### src/rtl/cordic_sin_seq_if.sv
// Host handshake plus stage bus of the CORDIC sin sequencer.
// master: the host and stage side; slave: the sequencer.
interface cordic_sin_seq_if;
  logic        start;
  logic [31:0] angle;
  logic        busy;
  logic        done;
  logic        err;
  logic [31:0] sin_out;
  logic [31:0] cos_out;
  logic [31:0] stg_x0, stg_y0, stg_z0;
  logic [4:0]  stg_i;
  logic [31:0] stg_arctan;
  logic [31:0] stg_x1, stg_y1, stg_z1;

  modport master (
    output start, angle, stg_x1, stg_y1, stg_z1,
    input  busy, done, err, sin_out, cos_out,
           stg_x0, stg_y0, stg_z0, stg_i, stg_arctan
  );
  modport slave (
    input  start, angle, stg_x1, stg_y1, stg_z1,
    output busy, done, err, sin_out, cos_out,
           stg_x0, stg_y0, stg_z0, stg_i, stg_arctan
  );
endinterface

### src/rtl/cordic_sin_seq.sv
// Drives a shared combinational float32 CORDIC micro-rotation stage for ITERS
// steps and returns sin/cos of the captured angle with a start/done handshake.
module cordic_sin_seq #(
  parameter int          ITERS         = 24,
  parameter int          SETTLE_CYCLES = 2,
  parameter logic [31:0] K_INIT        = 32'h3F1B74EE
) (
  input logic            clk,
  input logic            rst_n,
  cordic_sin_seq_if.slave sif
);
  localparam logic [2:0] S_IDLE    = 3'd0;
  localparam logic [2:0] S_LOAD    = 3'd1;
  localparam logic [2:0] S_SETTLE  = 3'd2;
  localparam logic [2:0] S_CAPTURE = 3'd3;
  localparam logic [2:0] S_DONE    = 3'd4;
  // With no settle time the stage is captured straight after load/capture
  localparam logic [2:0] S_STEP    = (SETTLE_CYCLES == 0) ? S_CAPTURE : S_SETTLE;
  localparam logic [30:0] HALF_PI_MAG = 31'h3FC90FDB;

  logic [2:0]  state;
  logic [4:0]  iter;
  logic [3:0]  settle_cnt;
  logic        busy, done, err;
  logic [31:0] sin_q, cos_q, x0_q, y0_q, z0_q;
  logic [31:0] arctan;
  logic        out_of_range, last_iter, settle_end;

  // Magnitude compare on the raw bits also routes NaN/Inf to the error path
  assign out_of_range = sif.angle[30:0] > HALF_PI_MAG;
  assign last_iter    = iter == 5'(ITERS - 1);
  assign settle_end   = settle_cnt == 4'(SETTLE_CYCLES - 1);

  always_comb begin
    arctan = 32'h0;
    case (iter)
      5'd0:    arctan = 32'h3F490FDB;
      5'd1:    arctan = 32'h3EED6338;
      5'd2:    arctan = 32'h3E7ADBB0;
      5'd3:    arctan = 32'h3DFEADD5;
      5'd4:    arctan = 32'h3D7FAADE;
      5'd5:    arctan = 32'h3CFFEAAE;
      5'd6:    arctan = 32'h3C7FFAAB;
      5'd7:    arctan = 32'h3BFFFEAB;
      5'd8:    arctan = 32'h3B7FFFAB;
      5'd9:    arctan = 32'h3AFFFFEB;
      5'd10:   arctan = 32'h3A7FFFFB;
      5'd11:   arctan = 32'h39FFFFFF;
      5'd12:   arctan = 32'h39800000;
      5'd13:   arctan = 32'h39000000;
      5'd14:   arctan = 32'h38800000;
      5'd15:   arctan = 32'h38000000;
      5'd16:   arctan = 32'h37800000;
      5'd17:   arctan = 32'h37000000;
      5'd18:   arctan = 32'h36800000;
      5'd19:   arctan = 32'h36000000;
      5'd20:   arctan = 32'h35800000;
      5'd21:   arctan = 32'h35000000;
      5'd22:   arctan = 32'h34800000;
      5'd23:   arctan = 32'h34000000;
      default: arctan = 32'h0;
    endcase
  end

  always_ff @(posedge clk or negedge rst_n) begin
    if (!rst_n) begin
      state      <= S_IDLE;
      iter       <= '0;
      settle_cnt <= '0;
      busy       <= 1'b0;
      done       <= 1'b0;
      err        <= 1'b0;
      sin_q      <= '0;
      cos_q      <= '0;
      x0_q       <= '0;
      y0_q       <= '0;
      z0_q       <= '0;
    end else begin
      done <= 1'b0;
      case (state)
        S_IDLE, S_DONE: begin
          state <= S_IDLE;
          if (sif.start) begin
            if (out_of_range) begin
              err   <= 1'b1;
              sin_q <= '0;
              cos_q <= '0;
              done  <= 1'b1;
              state <= S_DONE;
            end else begin
              err        <= 1'b0;
              busy       <= 1'b1;
              x0_q       <= K_INIT;
              y0_q       <= '0;
              z0_q       <= sif.angle;
              iter       <= '0;
              settle_cnt <= '0;
              state      <= S_LOAD;
            end
          end
        end
        S_LOAD: state <= S_STEP;
        S_SETTLE: begin
          if (settle_end) state <= S_CAPTURE;
          else            settle_cnt <= settle_cnt + 4'd1;
        end
        S_CAPTURE: begin
          x0_q <= sif.stg_x1;
          y0_q <= sif.stg_y1;
          z0_q <= sif.stg_z1;
          if (last_iter) begin
            cos_q <= sif.stg_x1;
            sin_q <= sif.stg_y1;
            busy  <= 1'b0;
            done  <= 1'b1;
            state <= S_DONE;
          end else begin
            iter       <= iter + 5'd1;
            settle_cnt <= '0;
            state      <= S_STEP;
          end
        end
        default: state <= S_IDLE;
      endcase
    end
  end

  assign sif.busy       = busy;
  assign sif.done       = done;
  assign sif.err        = err;
  assign sif.sin_out    = sin_q;
  assign sif.cos_out    = cos_q;
  assign sif.stg_x0     = x0_q;
  assign sif.stg_y0     = y0_q;
  assign sif.stg_z0     = z0_q;
  assign sif.stg_i      = iter;
  assign sif.stg_arctan = arctan;
endmodule

### src/flat_wrapper.sv
// flat-port wrapper written by rule: the top's interface ports become plain ports
module cordic_sin_seq_flat 
#(
  parameter int          ITERS         = 24,
  parameter int          SETTLE_CYCLES = 2,
  parameter logic [31:0] K_INIT        = 32'h3F1B74EE
)
  (clk, rst_n, sif_start, sif_angle, sif_stg_x1, sif_stg_y1, sif_stg_z1, sif_busy, sif_done, sif_err, sif_sin_out, sif_cos_out, sif_stg_x0, sif_stg_y0, sif_stg_z0, sif_stg_i, sif_stg_arctan);
  cordic_sin_seq_if sif_i ();
  input logic clk;
  input logic rst_n;
  input wire logic [$bits(sif_i.start)-1:0] sif_start;
  input wire logic [$bits(sif_i.angle)-1:0] sif_angle;
  input wire logic [$bits(sif_i.stg_x1)-1:0] sif_stg_x1;
  input wire logic [$bits(sif_i.stg_y1)-1:0] sif_stg_y1;
  input wire logic [$bits(sif_i.stg_z1)-1:0] sif_stg_z1;
  output wire logic [$bits(sif_i.busy)-1:0] sif_busy;
  output wire logic [$bits(sif_i.done)-1:0] sif_done;
  output wire logic [$bits(sif_i.err)-1:0] sif_err;
  output wire logic [$bits(sif_i.sin_out)-1:0] sif_sin_out;
  output wire logic [$bits(sif_i.cos_out)-1:0] sif_cos_out;
  output wire logic [$bits(sif_i.stg_x0)-1:0] sif_stg_x0;
  output wire logic [$bits(sif_i.stg_y0)-1:0] sif_stg_y0;
  output wire logic [$bits(sif_i.stg_z0)-1:0] sif_stg_z0;
  output wire logic [$bits(sif_i.stg_i)-1:0] sif_stg_i;
  output wire logic [$bits(sif_i.stg_arctan)-1:0] sif_stg_arctan;
  assign sif_i.start = sif_start;
  assign sif_i.angle = sif_angle;
  assign sif_i.stg_x1 = sif_stg_x1;
  assign sif_i.stg_y1 = sif_stg_y1;
  assign sif_i.stg_z1 = sif_stg_z1;
  assign sif_busy = sif_i.busy;
  assign sif_done = sif_i.done;
  assign sif_err = sif_i.err;
  assign sif_sin_out = sif_i.sin_out;
  assign sif_cos_out = sif_i.cos_out;
  assign sif_stg_x0 = sif_i.stg_x0;
  assign sif_stg_y0 = sif_i.stg_y0;
  assign sif_stg_z0 = sif_i.stg_z0;
  assign sif_stg_i = sif_i.stg_i;
  assign sif_stg_arctan = sif_i.stg_arctan;
  cordic_sin_seq #(.ITERS(ITERS), .SETTLE_CYCLES(SETTLE_CYCLES), .K_INIT(K_INIT)) u_core (.clk(clk), .rst_n(rst_n), .sif(sif_i));
endmodule
### config.mk
export PLATFORM = sky130hd
export DESIGN_NAME = cordic_sin_seq_flat
export DESIGN_NICKNAME = d
export VERILOG_FILES = /design/src/rtl/cordic_sin_seq_if.sv /design/src/rtl/cordic_sin_seq.sv /design/src/flat_wrapper.sv
export SDC_FILE = /design/constraint.sdc
export NUM_CORES = 1
export LEC_CHECK = 0
export CORE_MARGIN = 2
export CORE_UTILIZATION = 40
export DETAILED_ROUTE_END_ITERATION = 10
export MAX_ROUTING_LAYER = met4
export PLACE_DENSITY = 0.85
export SLEW_MARGIN = 40
export SYNTH_ARGS = -nofsm -noshare
export SYNTH_HDL_FRONTEND = slang
export SYNTH_SLANG_ARGS = --single-unit
### constraint.sdc
create_clock -name clk -period 2.4 [get_ports clk]
set_input_delay 0.48 -clock clk [delete_from_list [all_inputs] [get_ports clk]]
set_output_delay 0.48 -clock clk [all_outputs]
set_load 0.02 [all_outputs]
==> results <==
- Once layout is complete, the utilization of the core stands at 0.672.
- In this run the cell area of the synthesized design comes to around 7200 µm².
- Together, buffers and inverters on the worst path number 3.
- The synthesis-stage register bit count is 175.
- The worst register-to-register path begins at u_core.state[1].
- The most area-hungry cell type in the Yosys netlist is dfrtp_1.
- The post-synthesis cell count is slightly below 600.
- The power density over the cells is 556 nW/µm².
- The average size of a mapped cell is 12.4 µm².
- Routability-driven placement finished with a final weighted congestion of 0.848.
- Sorting the synthesized cells by area gives the leading types as dfrtp_1 61%, a22o_1 13%, o221a_1 3.1%, a21oi_1 2.6%, o22a_1 2.5%.
- The repair_antennas step left the layout with diodes totalling 0.
- The total of warnings raised by yosys is 0.
- The highest routed metal layer is met4.
- The floorplan die width is 138 µm.
- The area growth from synthesis to layout is 65.9%.
- The standard cell area after detailed placement is 11,100 µm².
- Across all register-to-register paths, the minimum setup slack is ~370 ps.
- The sequential-to-total area share from yosys stat is 0.606.
- In the final layout, the share of cells above drive strength 1 is 0.154.
- By startpoint and endpoint, the worst setup path is classified as in -> reg.
- Summing over every cut layer, the via total after detailed routing is around 6.7k.
- Counting flops with a built-in enable in the synthesized netlist gives 0.
- The area inside the core boundary is 17,800 µm².
- In the final design database the tool counted 1,090 nets.
- In the global route stage, overall resource usage came out at 0.261.
- The number of optimization iterations in the first detailed-route pass is 5.
- In this run the remaining antenna-violating nets after routing total 0.
- The net switching share of the total power is 0.255.
- The total count of hold-check failures in the final report was 0.
- The maximum clock frequency is 420 MHz.
- Among all stages on the critical path, the largest delay is contributed by nor2_4.
- The die area is between 15,000 and 20,000 µm².
- For this run, the slowest stage of the critical path takes 460 ps.
- The critical path ends at u_core.sif.busy.
- TritonCTS built the clock tree.
- In this run the tightest slew margin relative to its limit is 0.601.
- The first global-routing pass estimated about 38,000 µm of wire.
- After detailed routing, the met3 layer carries 1710 µm of wire.
- The element type at the critical path start is an input pin.
- The startpoint of the worst setup timing path is sif_angle[25].
- For this run the aggregate overflow at the end of global routing stands at 0.
- The analysis attributes to net switching a power of 0.00170 W.
- The initial DRC count is 243.
- The data required time at the worst endpoint is 2680 ps.
- For the worst-skew pair, the clock arrives at the later sink with an insertion delay of approximately 430 ps.
- The share of synthesized area in the top cell type comes to 0.606.
- The met2 wire length is 12,300 µm.
- The count of port buffers added during placement is 328.
- In this run the worst hold path is classified as in -> reg.
- In this run the clock root is driven by a clkbuf_16.
- Dividing the detail-routed wire length by the instance count gives 20.9 µm.
- The number of buffers added by the clock tree synthesis step is 17.
- The initial utilization of the core area, before any placement, comes to 0.405.
- Across the run, the number of max-cap violations was 0.
- The kind of cell adding the most delay to the critical path is simple AND/OR/NAND/NOR gates.
- The share of total power dissipated in the clock network is 0.425.
- Clock-pin slew was measured on the worst setup and hold paths at 70 ps.
- The maximum fanout along the worst path is 24.
- The final wirelength is 24,900 µm.
- Of the total power, registers draw 0.463.
- The post-DP HPWL is between 15,000 and 20,000 µm.
- The mean number of vias per cell is 5.59.
- The critical path goes through clkdlybuf4s15_2 > nand4_1 > or3_4 > or2_1 > o211a_1 > buf_4 > nor2_4 > buf_4 > a21oi_1.
- Setup violations remaining at the end of the flow were counted as 0.
- The number of clock sinks seen by CTS is 175.
- The setup total negative slack is 0 ps.
- The internal power is 0.00496 W.
- Data arrives at the worst endpoint at 2670 ps.
- Entering global routing, the biggest net connects between 60 and 70 pins.
- The most frequently used cell type in the post-synthesis netlist is dfrtp_1.
- The number of different library cells in the post-synthesis netlist is 45.
- With fillers left out, the area of the finished cells amounts to 12,000 µm².
- The endpoint identified for the worst register-to-register timing path is u_core.sif.busy.
- The CTS H-tree depth is 4.
- Counting instances in the post-synthesis netlist gives the leading cell types as 175 x dfrtp_1, 110 x a22o_1, 37 x a21oi_1.
- The combinational fraction of design power is 0.112.
- Counting stages on the worst path, the most repeated cell is buf_4.
- The design draws 0.00666 W.
- The final hold slack is 409 ps.
- After synthesis, the share of flip-flops with an asynchronous set or reset is 1.00.
- Between clock sinks in the finished design, the worst skew comes to around 14 ps.
- The worst setup path is captured at a register.
- The flow ran to the end, and the final reports show no timing, DRC or antenna violations.
- 331 I/O pins were placed.
- The worst path needs approximately 2400 ps of the cycle, external delays included.
- The cell depth of the worst setup path is 9.
- The number of cells traversed by the worst register-to-register path is 7.
- The via count of the first global-routing pass is 6,937.
- Among all flip-flop cells after synthesis, the most frequent one is dfrtp_1.
- Of the available clock period, the critical path in the final layout requires 0.992.
- The transition time of the tightest slew-check pin is 598 ps.
- After detailed routing, the number of remaining DRC violations is 0.
- The analysis attributes to cell leakage a power of about 5.4 nW.
- The overall die height is 138 µm.
- The number of pins exceeding their max-slew limit in the final report was 0.
- The detailed-routing wirelength on met1 is 10,200 µm.
- The maximum vdd ir drop is roughly 0.49 mV.
- The initial antenna violation count came to 0.
- The clock passes through at most 2 buffers.
- In this run the core area contains 49 standard-cell rows.
==> per-layer routing <==
metal | vias up | GRT usage
met3 | 61 | 0.0700
met1 | 3358 | 0.317
met4 | 0 | 0.0934
met2 | 309 | 0.422
li1 | 2931 | -
met5 | - | -
==> cell usage in the layout (no fill, tap or decap), drive strengths merged, types with 3 or more instances in the layout <==
master | Yosys | final
clkdlybuf4s50 | 0 | 276
dfrtp | 175 | 175
a22o | 110 | 110
buf | 31 | 82
a21oi | 37 | 37
inv | 21 | 28
dlygate4sd2 | 0 | 26
or3 | 26 | 26
nor2 | 25 | 25
o221a | 23 | 23
o22a | 21 | 21
clkbuf | 26 | 21
nand2 | 13 | 13
o32ai | 11 | 11
nor3 | 10 | 10
ha | 9 | 9
clkdlybuf4s15 | 0 | 8
dlymetal6s2s | 0 | 7
o21ai | 7 | 7
clkinv | 0 | 7
nand3 | 5 | 5
o22ai | 3 | 3
a211oi | 3 | 3
==> logic make-up after synthesis <==
family          share of synthesized area
fa+ha+maj                          0.0156
mux                               0.00277
xor+xnor                          0.00242
buf+inv                            0.0540
simple gates                       0.0694
compound gates                      0.250
other cells                      0.000519
flops                               0.606
==> stage by stage <==
step,setup WS (ps),instances
6_report,19.7,1192
5_1_grt,-33.0,1192
3_3_place_gp,-848,1142
2_1_floorplan,-47.3,583
3_5_place_dp,-826,1142
4_1_cts,1.64,1187
==> final cells by class <==
cell class                      instances  area (µm²)
Inverter                               21        78.8
Sequential cell                       175        4380
Timing Repair Buffer                  405        4040
Clock buffer                           17         425
Multi-Input combinational cell        330        2590
Clock inverter                         15         193
Fill cell                            1289        5850
Tap cell                              229         287
==> flip-flops by register name (all words and copies together) (netlist names), 3 cells and up <==
name	cells
u_core.sif.cos_out	32
u_core.sif.sin_out	32
u_core.sif.stg_x0	32
u_core.settle_cnt	4
u_core.sif.stg_z0	32
u_core.state	3
u_core.sif.stg_i	5
u_core.sif.stg_y0	32
==> worst reg2reg max path: stages, from the launching register on <==
cell and delay, ps:
dfrtp_1 450, nor2_1 100, and2_0 210, o211a_1 180
buf_4 160, nor2_4 460, buf_4 240, a21oi_1 90
==> worst min path at each step <==
stage / endpoint / from / cells after the start / slack (ps)
floorplan: u_core.settle_cnt[0] / rst_n / 0 / 180
global placement: u_core.sif.stg_z0[20] / rst_n / 1 / 440
detailed placement: u_core.sif.stg_z0[20] / rst_n / 1 / 440
CTS: u_core.sif.stg_z0[28] / sif_angle[28] / 3 / 390
global route: u_core.sif.stg_z0[11] / sif_angle[11] / 2 / 430
finish: u_core.sif.stg_z0[28] / sif_angle[28] / 3 / 410
==> what timing repair did <==
| item | CTS | global route |
|---|---|---|
| setup endpoints to repair | 187 | 175 |
| pin swaps | 13 | 14 |
| setup buffers | 9 | 3 |
| hold buffers | 1 | 0 |
| endpoints found under the hold margin | 41 | 0 |
| cloned | 3 | 3 |
| gates resized for setup | 89 | 28 |
==> power groups by stage <==
stage          registers (W)  clock network (W)  logic (W)
2_1_floorplan        0.00323                  0   0.000113
5_1_grt              0.00309            0.00303   0.000792
4_1_cts              0.00308            0.00289   0.000749
3_3_place_gp         0.00313                  0   0.000737
6_report             0.00308            0.00283   0.000747
3_5_place_dp         0.00314                  0   0.000750
Note: power is estimated with default switching activity, not from simulation.
